<file path="src/rtl/mostra_sequencia_pkg.sv">
// Shared definitions for the sequence playback block: state codes and default timings.
// The game controller and the db_estado decoder use the same state codes.
package mostra_sequencia_pkg;

    typedef enum logic [3:0] {
        INICIAL = 4'd0,
        CARREGA = 4'd1,
        ACESO   = 4'd2,
        APAGADO = 4'd3,
        FIM     = 4'd4
    } estado_t;

    localparam int T_ACESO_DEF   = 1000;
    localparam int T_APAGADO_DEF = 500;

    function automatic int max_int(input int a, input int b);
        if (a > b) begin
            return a;
        end else begin
            return b;
        end
    endfunction

endpackage

</file>
<file path="src/rtl/mostra_sequencia_contador.sv">
// contador_m: modulo-M timer with synchronous zero and enable; o_fim flags count == M-1.
module contador_m #(
    parameter int M = 2,
    parameter int W = 2
) (
    input  logic i_clock,
    input  logic i_reset,
    input  logic i_zera,
    input  logic i_conta,
    output logic o_fim
);

    logic [W-1:0] r_valor;

    assign o_fim = (r_valor == W'(M - 1));

    // Count register: zero has priority over enable, wraps after M-1.
    always_ff @(posedge i_clock) begin
        if (i_reset) begin
            r_valor <= {W{1'b0}};
        end else if (i_zera) begin
            r_valor <= {W{1'b0}};
        end else if (i_conta) begin
            if (o_fim) begin
                r_valor <= {W{1'b0}};
            end else begin
                r_valor <= r_valor + W'(1);
            end
        end else begin
            r_valor <= r_valor;
        end
    end

endmodule

</file>
<file path="src/rtl/mostra_sequencia.sv">
// Plays back memory entries 0..rodada on the LEDs (lit, then dark) and pulses pronto at the end.
// Optional debug outputs db_estado/db_endereco are enabled by MOSTRA_SEQUENCIA_DB_EN.
module mostra_sequencia
    import mostra_sequencia_pkg::*;
#(
    parameter int ADDR_W    = 4,
    parameter int DATA_W    = 4,
    parameter int T_ACESO   = T_ACESO_DEF,
    parameter int T_APAGADO = T_APAGADO_DEF
) (
    input  logic              clock,
    input  logic              reset,
    input  logic              iniciar,
    input  logic [ADDR_W-1:0] rodada,
    output logic [ADDR_W-1:0] mem_endereco,
    input  logic [DATA_W-1:0] mem_dado,
    output logic [DATA_W-1:0] leds,
    output logic              ocupado,
`ifdef MOSTRA_SEQUENCIA_DB_EN
    output logic [3:0]        db_estado,
    output logic [ADDR_W-1:0] db_endereco,
    output logic              pronto
`else
    output logic              pronto
`endif
);

    localparam int TMR_W = $clog2(max_int(T_ACESO, T_APAGADO) + 1);

    estado_t           r_estado;
    estado_t           w_prox_estado;
    logic [ADDR_W-1:0] r_endereco;
    logic [ADDR_W-1:0] w_prox_endereco;
    logic [ADDR_W-1:0] r_rodada;
    logic [ADDR_W-1:0] w_prox_rodada;
    logic [DATA_W-1:0] r_leds;
    logic [DATA_W-1:0] w_prox_leds;
    logic              r_ocupado;
    logic              r_pronto;
    logic              w_fim_aceso;
    logic              w_fim_apagado;

    // Each phase timer restarts from zero whenever its phase is not active.
    contador_m #(.M(T_ACESO), .W(TMR_W)) u_tmr_aceso (
        .i_clock (clock),
        .i_reset (reset),
        .i_zera  (r_estado != ACESO),
        .i_conta (r_estado == ACESO),
        .o_fim   (w_fim_aceso)
    );

    contador_m #(.M(T_APAGADO), .W(TMR_W)) u_tmr_apagado (
        .i_clock (clock),
        .i_reset (reset),
        .i_zera  (r_estado != APAGADO),
        .i_conta (r_estado == APAGADO),
        .o_fim   (w_fim_apagado)
    );

    // Next-state and next-output logic of the playback FSM.
    always_comb begin
        w_prox_estado   = r_estado;
        w_prox_endereco = r_endereco;
        w_prox_rodada   = r_rodada;
        w_prox_leds     = r_leds;
        case (r_estado)
            INICIAL: begin
                w_prox_leds = {DATA_W{1'b0}};
                if (iniciar) begin
                    w_prox_rodada   = rodada;
                    w_prox_endereco = {ADDR_W{1'b0}};
                    w_prox_estado   = CARREGA;
                end else begin
                    w_prox_estado = INICIAL;
                end
            end
            CARREGA: begin
                w_prox_leds   = mem_dado;
                w_prox_estado = ACESO;
            end
            ACESO: begin
                if (w_fim_aceso) begin
                    w_prox_leds   = {DATA_W{1'b0}};
                    w_prox_estado = APAGADO;
                end else begin
                    w_prox_estado = ACESO;
                end
            end
            APAGADO: begin
                w_prox_leds = {DATA_W{1'b0}};
                if (w_fim_apagado) begin
                    // Stop on the last entry before incrementing, so the address never wraps.
                    if (r_endereco == r_rodada) begin
                        w_prox_estado = FIM;
                    end else begin
                        w_prox_endereco = r_endereco + ADDR_W'(1);
                        w_prox_estado   = CARREGA;
                    end
                end else begin
                    w_prox_estado = APAGADO;
                end
            end
            FIM: begin
                w_prox_leds   = {DATA_W{1'b0}};
                w_prox_estado = INICIAL;
            end
            default: begin
                w_prox_leds   = {DATA_W{1'b0}};
                w_prox_estado = INICIAL;
            end
        endcase
    end

    // State and registered outputs; ocupado/pronto are decoded from the next state.
    always_ff @(posedge clock) begin
        if (reset) begin
            r_estado   <= INICIAL;
            r_endereco <= {ADDR_W{1'b0}};
            r_rodada   <= {ADDR_W{1'b0}};
            r_leds     <= {DATA_W{1'b0}};
            r_ocupado  <= 1'b0;
            r_pronto   <= 1'b0;
        end else begin
            r_estado   <= w_prox_estado;
            r_endereco <= w_prox_endereco;
            r_rodada   <= w_prox_rodada;
            r_leds     <= w_prox_leds;
            r_ocupado  <= (w_prox_estado != INICIAL);
            r_pronto   <= (w_prox_estado == FIM);
        end
    end

    assign mem_endereco = r_endereco;
    assign leds         = r_leds;
    assign ocupado      = r_ocupado;
    assign pronto       = r_pronto;

`ifdef MOSTRA_SEQUENCIA_DB_EN
    assign db_estado   = r_estado;
    assign db_endereco = r_endereco;
`endif

endmodule

</file>
<file path="config.mk">
export PLATFORM = sky130hd
export DESIGN_NAME = mostra_sequencia
export DESIGN_NICKNAME = d
export VERILOG_FILES = /design/src/rtl/mostra_sequencia_pkg.sv /design/src/rtl/mostra_sequencia_contador.sv /design/src/rtl/mostra_sequencia.sv
export SDC_FILE = /design/constraint.sdc
export NUM_CORES = 1
export LEC_CHECK = 0
export CAP_MARGIN = 10
export CORE_AREA = 5 5 73 68
export DETAILED_ROUTE_END_ITERATION = 16
export DIE_AREA = 0 0 78 73
export DONT_BUFFER_PORTS = 1
export SETUP_SLACK_MARGIN = 0.1
export SKIP_LAST_GASP = 1
export SLEW_MARGIN = 40
export SYNTH_ARGS = -nofsm -noshare
export SYNTH_HDL_FRONTEND = slang
export SYNTH_SLANG_ARGS = --single-unit
export TNS_END_PERCENT = 50
</file>
<file path="constraint.sdc">
create_clock -name clock -period 2.35 [get_ports clock]
set_input_delay 0.47 -clock clock [delete_from_list [all_inputs] [get_ports clock]]
set_output_delay 0.47 -clock clock [all_outputs]
set_load 0.02 [all_outputs]
</file>
# ---- Word-level counts from Yosys, hierarchy flattened
# Cells that the tools add are included.
# Widths: inputs -> output; s select.
dict set report word_totals {
  ff_bits 38
  latch_bits 0
  ram_bits 0
  mem_bits_ro 0
  output_inout_bits 10
  memories 0
}
dict set report classes {
  add_sub_neg 3
  multipliers 0
  div 0
  magnitude_cmp 0
  n_eq_ne 13
  n_shift 0
  muxes 13
  bitwise 0
  n_reduce_logical 7
}
# cell count
set ops {}
lappend ops {{$add 10x1->10 const B} 2}
lappend ops {{$mux 10} 2}
lappend ops {{$mux 4} 5}
lappend ops {{$pmux 4 s2} 2}
lappend ops {{$pmux 4 s4} 1}
lappend ops {{$eq 10x10->1 const B} 1}
lappend ops {{$eq 10x9->1 const B} 1}
lappend ops {{$eq 4x2->1 const B} 2}
lappend ops {{$ne 2x2->1 const B} 4}
lappend ops {{$ne 4x2->1 const B} 2}
lappend ops {{$add 4x1->4 const B} 1}
lappend ops {{$eq 4x1->1 const B} 1}
lappend ops {{$eq 4x3->1 const B} 1}
lappend ops {{$eq 4x4->1} 1}
lappend ops {{$logic_not 4->1} 1}
lappend ops {{$reduce_and 4->1} 1}
lappend ops {{$reduce_bool 4->1} 1}
lappend ops {{$reduce_or 2->1} 2}
lappend ops {{$mux 3} 1}
lappend ops {{$mux 1} 2}
lappend ops {{$reduce_and 2->1} 1}
lappend ops {{$reduce_bool 2->1} 1}

# ---- Depth between registers and ports, before layout
dict set report depth {
  ltp_word 5
  ltp_mapped 6
  depth_no_buf 5
}

# ---- Modules after synthesis
# A second synthesis with hierarchy kept.
dict set report hier_totals {
  hier_cells 187
  hier_area_um2 1830.5
}
# module instances cells_per_inst area_per_inst_um2 seq_area_each_um2
set by_module_without_submodules {}
lappend by_module_without_submodules {mostra_sequencia 1 82 823.3 340.3}
lappend by_module_without_submodules {{contador_m at u_tmr_apagado} 1 53 509.2 200.2}
lappend by_module_without_submodules {{contador_m at u_tmr_aceso} 1 52 498.0 200.2}

# ---- Worst setup path after synthesis
# Ideal clock, no wire load.
dict set report synth_path {
  kind {register to register}
  start {register u_tmr_apagado.r_valor[0]}
  end {register r_endereco[2] (netlist: mem_endereco[2])}
  setup_time_ns 0.070
  arrival_ns 1.776
  required_ns 2.280
  setup_slack_ns 0.504
  stages_incl_launch_ff 7
  n_path_buf 1
  path_cell_list {dfxtp_1 ha_1 nand4bb_1 or4_1 buf_2 or4_1 a21oi_1}
}
dict set report synth_via {
  elab_chain_len 3
}
# item line
set synth_lines {}
lappend synth_lines {{from (decl)} mostra_sequencia_contador.sv:13} ;# logic [W-1:0] r_valor;
lappend synth_lines {{from (signal assigned)} mostra_sequencia_contador.sv:20} ;# r_valor <= {W{1'b0}};
lappend synth_lines {{from (signal assigned)} mostra_sequencia_contador.sv:22} ;# r_valor <= {W{1'b0}};
lappend synth_lines {{from (signal assigned)} mostra_sequencia_contador.sv:25} ;# r_valor <= {W{1'b0}};
lappend synth_lines {{$eq 10x9->1} mostra_sequencia_contador.sv:15} ;# assign o_fim = (r_valor == W'(M - 1));
lappend synth_lines {{$ne 2x2->1 (no line)} -}
lappend synth_lines {{$reduce_and 4->1 (no line)} -}
lappend synth_lines {{to (signal assigned)} mostra_sequencia.sv:118} ;# r_endereco <= {ADDR_W{1'b0}};
lappend synth_lines {{to (signal assigned)} mostra_sequencia.sv:125} ;# r_endereco <= w_prox_endereco;
lappend synth_lines {{to (decl)} mostra_sequencia.sv:32} ;# logic [ADDR_W-1:0] r_endereco;
# Every way passes these cells.
# A chain may end at the register's enable or synchronous reset.

# ---- Worst setup path after layout
# Same ends and word-level chain as after synthesis.

==> metrics.md <==
| Metric | Value |
|---|---|
| Main combinational cell family by area after synthesis | `simple AND/OR/NAND/NOR gates` |
| Number of standard cells after synthesis | `~170` |
| Area of the die | `around 0.0057 mm²` |
| Layout overhead on the synthesized area | `10.8%` |
| Clock edge transition at the registers on the reported setup and hold paths | `roughly 0.07 ns` |
| Number of buffers and inverters on the critical path | `0` |
| Post-route setup slack | `about 0.35 ns` |
| Initial core utilization | `0.375` |
| Number of buffers on the longest clock path | `2` |
| Num CTS Buffers | `5` |
| Largest driver fanout on the critical path | `7` |
| Post-CTS setup buffer count | `0` |
| Final hold slack | `between 0.2 and 0.25 ns` |
| Clock skew after layout | `0.00467 ns` |
| # placed instances | `~220` |
| Iteration-0 DRC count of the detailed router | `51` |
| Maximum number of pins on one net before global-route repair | `14` |
| Sort of element at the start of the critical path | `register` |
| Antenna Diode Count | `0` |
| Final TNS setup | `0 ns` |
| Final #Nets | `about 190` |
| Via count of the first global-routing pass | `approximately 1200` |
| Count of synthesis-stage warnings from yosys | `0` |
| First-pass GRT wire length | `~5 mm` |
| Number of enable-type register cells in the synthesized netlist | `0` |
| Worst path cell trace | `ha_1, nand4bb_1, or4_1, or4_1, a21oi_1` |
| Number of primary I/O pins | `21` |
| Layout cell share with drive strength beyond 1 | `0.0751` |
| CP Data Required Time | `around 2.6 ns` |
| Area share of fa/ha/maj cells after synthesis | `0.0236` |
| Setup crit end kind | `register` |
| Tot Pwr | `1.27 mW` |
| Total detailed-routing wirelength | `approximately 3 mm` |
| Final Max Tran Viols | `0` |
| Max IR drop VDD | `281 µV` |
| Routed vias | `~1200` |
| Mean post-synth cell area | `approximately 9.4 µm²` |
| Drc violations | `0` |
| Cell types with the largest area share after synthesis | `dfxtp_1, xnor2_1, nor2_1, xor2_1, nor4_1` |
| Power density of the placed cells | `~720 mW/mm²` |
| Part of the cycle the worst path needs | `0.850` |
| Most frequently used flop master after synthesis | `dfxtp_1` |
| Hold-fix buffers at CTS | `0` |
| Cell repeated most along the worst path | `or4_1` |
| MaxCap Viol Count | `0` |
| Remaining max-slew budget at the tightest pin | `0.509` |
| Synthesized-area fraction occupied by and/or/nand/nor cells | `0.246` |
| Sequential cell area fraction in the yosys report | `0.467` |
| Number of port buffers | `0` |
| Final Hold Vio Count | `0` |
| Largest area contributor in the netlist | `dfxtp_1` |
| Compound-Gate Fraction of Synth Area | `0.103` |
| Synth Cell Area | `between 0.0015 and 0.002 mm²` |
| Post-CTS Resized | `0` |
| Most used cells in the layout excluding fill and tap cells | `dfxtp_1, nor2_1, xnor2_1` |
| Number of antenna violations at the first check in global routing | `0` |
| Number of distinct standard cells referenced by the synthesized netlist | `36` |
| Post-detailed-route count of antenna-violating nets | `0` |
| Most common library cell in the layout ignoring fill and taps | `dfxtp_1` |
| Category of the most critical setup path | `register to register` |
| Share of cell area taken by muxes after synthesis | `0.0252` |
| Worst Tran Pin Value | `about 0.73 ns` |
| Source-to-sink clock delay at the later pin of the worst-skew pair | `just under 0.3 ns` |
| Root buf cell | `clkbuf_8` |
| Final std cells w/o fill | `223` |
| Die width | `78 µm` |
| Average wire per standard cell | `between 10 and 15 µm` |
| Outcome | `finished clean` |
| Post-Synth XOR/XNOR Area | `0.110` |
| First-pass iteration count of the detailed router | `5` |
| Arrival time worst endpoint | `2.22 ns` |
| Post-synthesis async set-or-reset flop share | `0` |
| Vias/cell | `5.37` |
| CTS tree | `done` |
| Fin crit period | `roughly 2.0 ns` |
| Total global routing overflow | `0` |
| Yosys top cell area share | `0.467` |
| #FFs+latches synth | `37` |
| Number of fill cells | `around 410` |
| Global-route usage over all layers | `0.109` |
| Core Footprint | `0.00423 mm²` |
| Vertical die dimension | `approximately 73 µm` |
| Detailed Place HPWL | `about 2.3 mm` |
| Gr busiest metal | `met2` |
| Path type of the worst min-delay path | `primary input to register` |
| Grt met3 use | `0.0432` |
| Worst Setup Slack post-DPL | `approximately 0.36 ns` |
| CTS sink cnt | `37` |
| Critical path's largest stage delay | `approximately 0.55 ns` |
| Routing usage on met2 | `0.183` |
| Combined area of the multi-input logic cells | `slightly above 800 µm²` |
| Largest delay contributor family on the critical path | `simple AND/OR/NAND/NOR gates` |
| Syn nets | `between 150 and 200` |
| Sequential standard cell area | `~740 µm²` |
| Placer's final routability congestion estimate | `~0.80` |
| Highest-delay cell along the critical path | `or4_1` |
| Number of rows created at floorplan | `23` |
| Maximum level of the CTS H-tree | `2` |
| Count of endpoints failing setup in the final report | `0` |
| Setup repair after global routing missed its margin | `false` |
| Max Clk Rate | `approximately 500 MHz` |
| Met1 GRT Util | `0.118` |
| Leakage power figure | `0.589 nW` |
metal layers:
| layer | vias to the layer above | wire, µm | part of all wire |
|---|---|---|---|
| met5 | - | 0 | 0 |
| met4 | 0 | 68 | 0.022 |
| met3 | 9 | 254 | 0.084 |
| met2 | 39 | 1400 | 0.46 |
| met1 | 540 | 1300 | 0.43 |
| li1 | 610 | - | - |
logic make-up (layout without fill, tap and decap cells):
logic type,count (synthesis),count (layout)
buf+inv,10,14
simple gates,73,73
fa+ha+maj,3,3
compound gates,22,22
flops,37,37
xor+xnor,20,20
mux,4,4
sequential cells by signal, summed over array words and instances, names as in the netlist:
name / flops
leds: 4
mem_endereco: 4
ocupado: 1
pronto: 1
r_estado: 3
r_rodada: 4
u_tmr_aceso.r_valor: 10
u_tmr_apagado.r_valor: 10
cell type report:
type,count,share of cell area
Multi-Input combinational cell,122,0.462
Sequential cell,37,0.421
Clock buffer,7,0.0491
Tap cell,50,0.0356
Clock inverter,1,0.0171
Inverter,5,0.0107
Timing Repair Buffer,1,0.00427
worst paths after layout:
path,to,start,depth (start not counted),slack (ns)
min reg2reg,u_tmr_aceso.r_valor[0],u_tmr_aceso.r_valor[0],1,0.46
max reg2reg,mem_endereco[2],u_tmr_apagado.r_valor[0],5,0.35
min,r_rodada[2],reset,1,0.25
max,mem_endereco[2],u_tmr_apagado.r_valor[0],5,0.35
synthesized netlist by cell type, types with 2 or more instances:
master	count
clkbuf_1	3
and3_1	2
xor2_1	7
o31ai_1	2
a21oi_1	6
inv_1	5
or4_1	3
nand4b_1	3
a22o_1	4
nor2_1	27
buf_2	2
o31a_1	2
nand2_1	6
xnor2_1	13
and2_1	2
o211ai_1	2
nand4_1	3
mux2i_1	4
ha_1	3
dfxtp_1	37
nand3_1	7
nor4_1	8
nor3_1	5
where the power goes:
group          internal [mW]  switching, mW
registers              0.640         0.0174
logic                 0.0231         0.0324
clock network          0.346          0.208
per-stage QoR:
stage	cell area (µm²)	util
after floorplan	1590	-
after global placement	1640	0.387
after detailed placement	1640	0.387
after CTS	1750	0.414
after global routing	1760	0.416
final	1760	0.416
worst register-to-register path, cell delays in order (launching register included):
cell,delay (ns)
dfxtp_1,0.37
ha_1,0.24
nand4bb_1,0.18
or4_1,0.55
or4_1,0.45
a21oi_1,0.15
(Power assumes the default switching activity.)
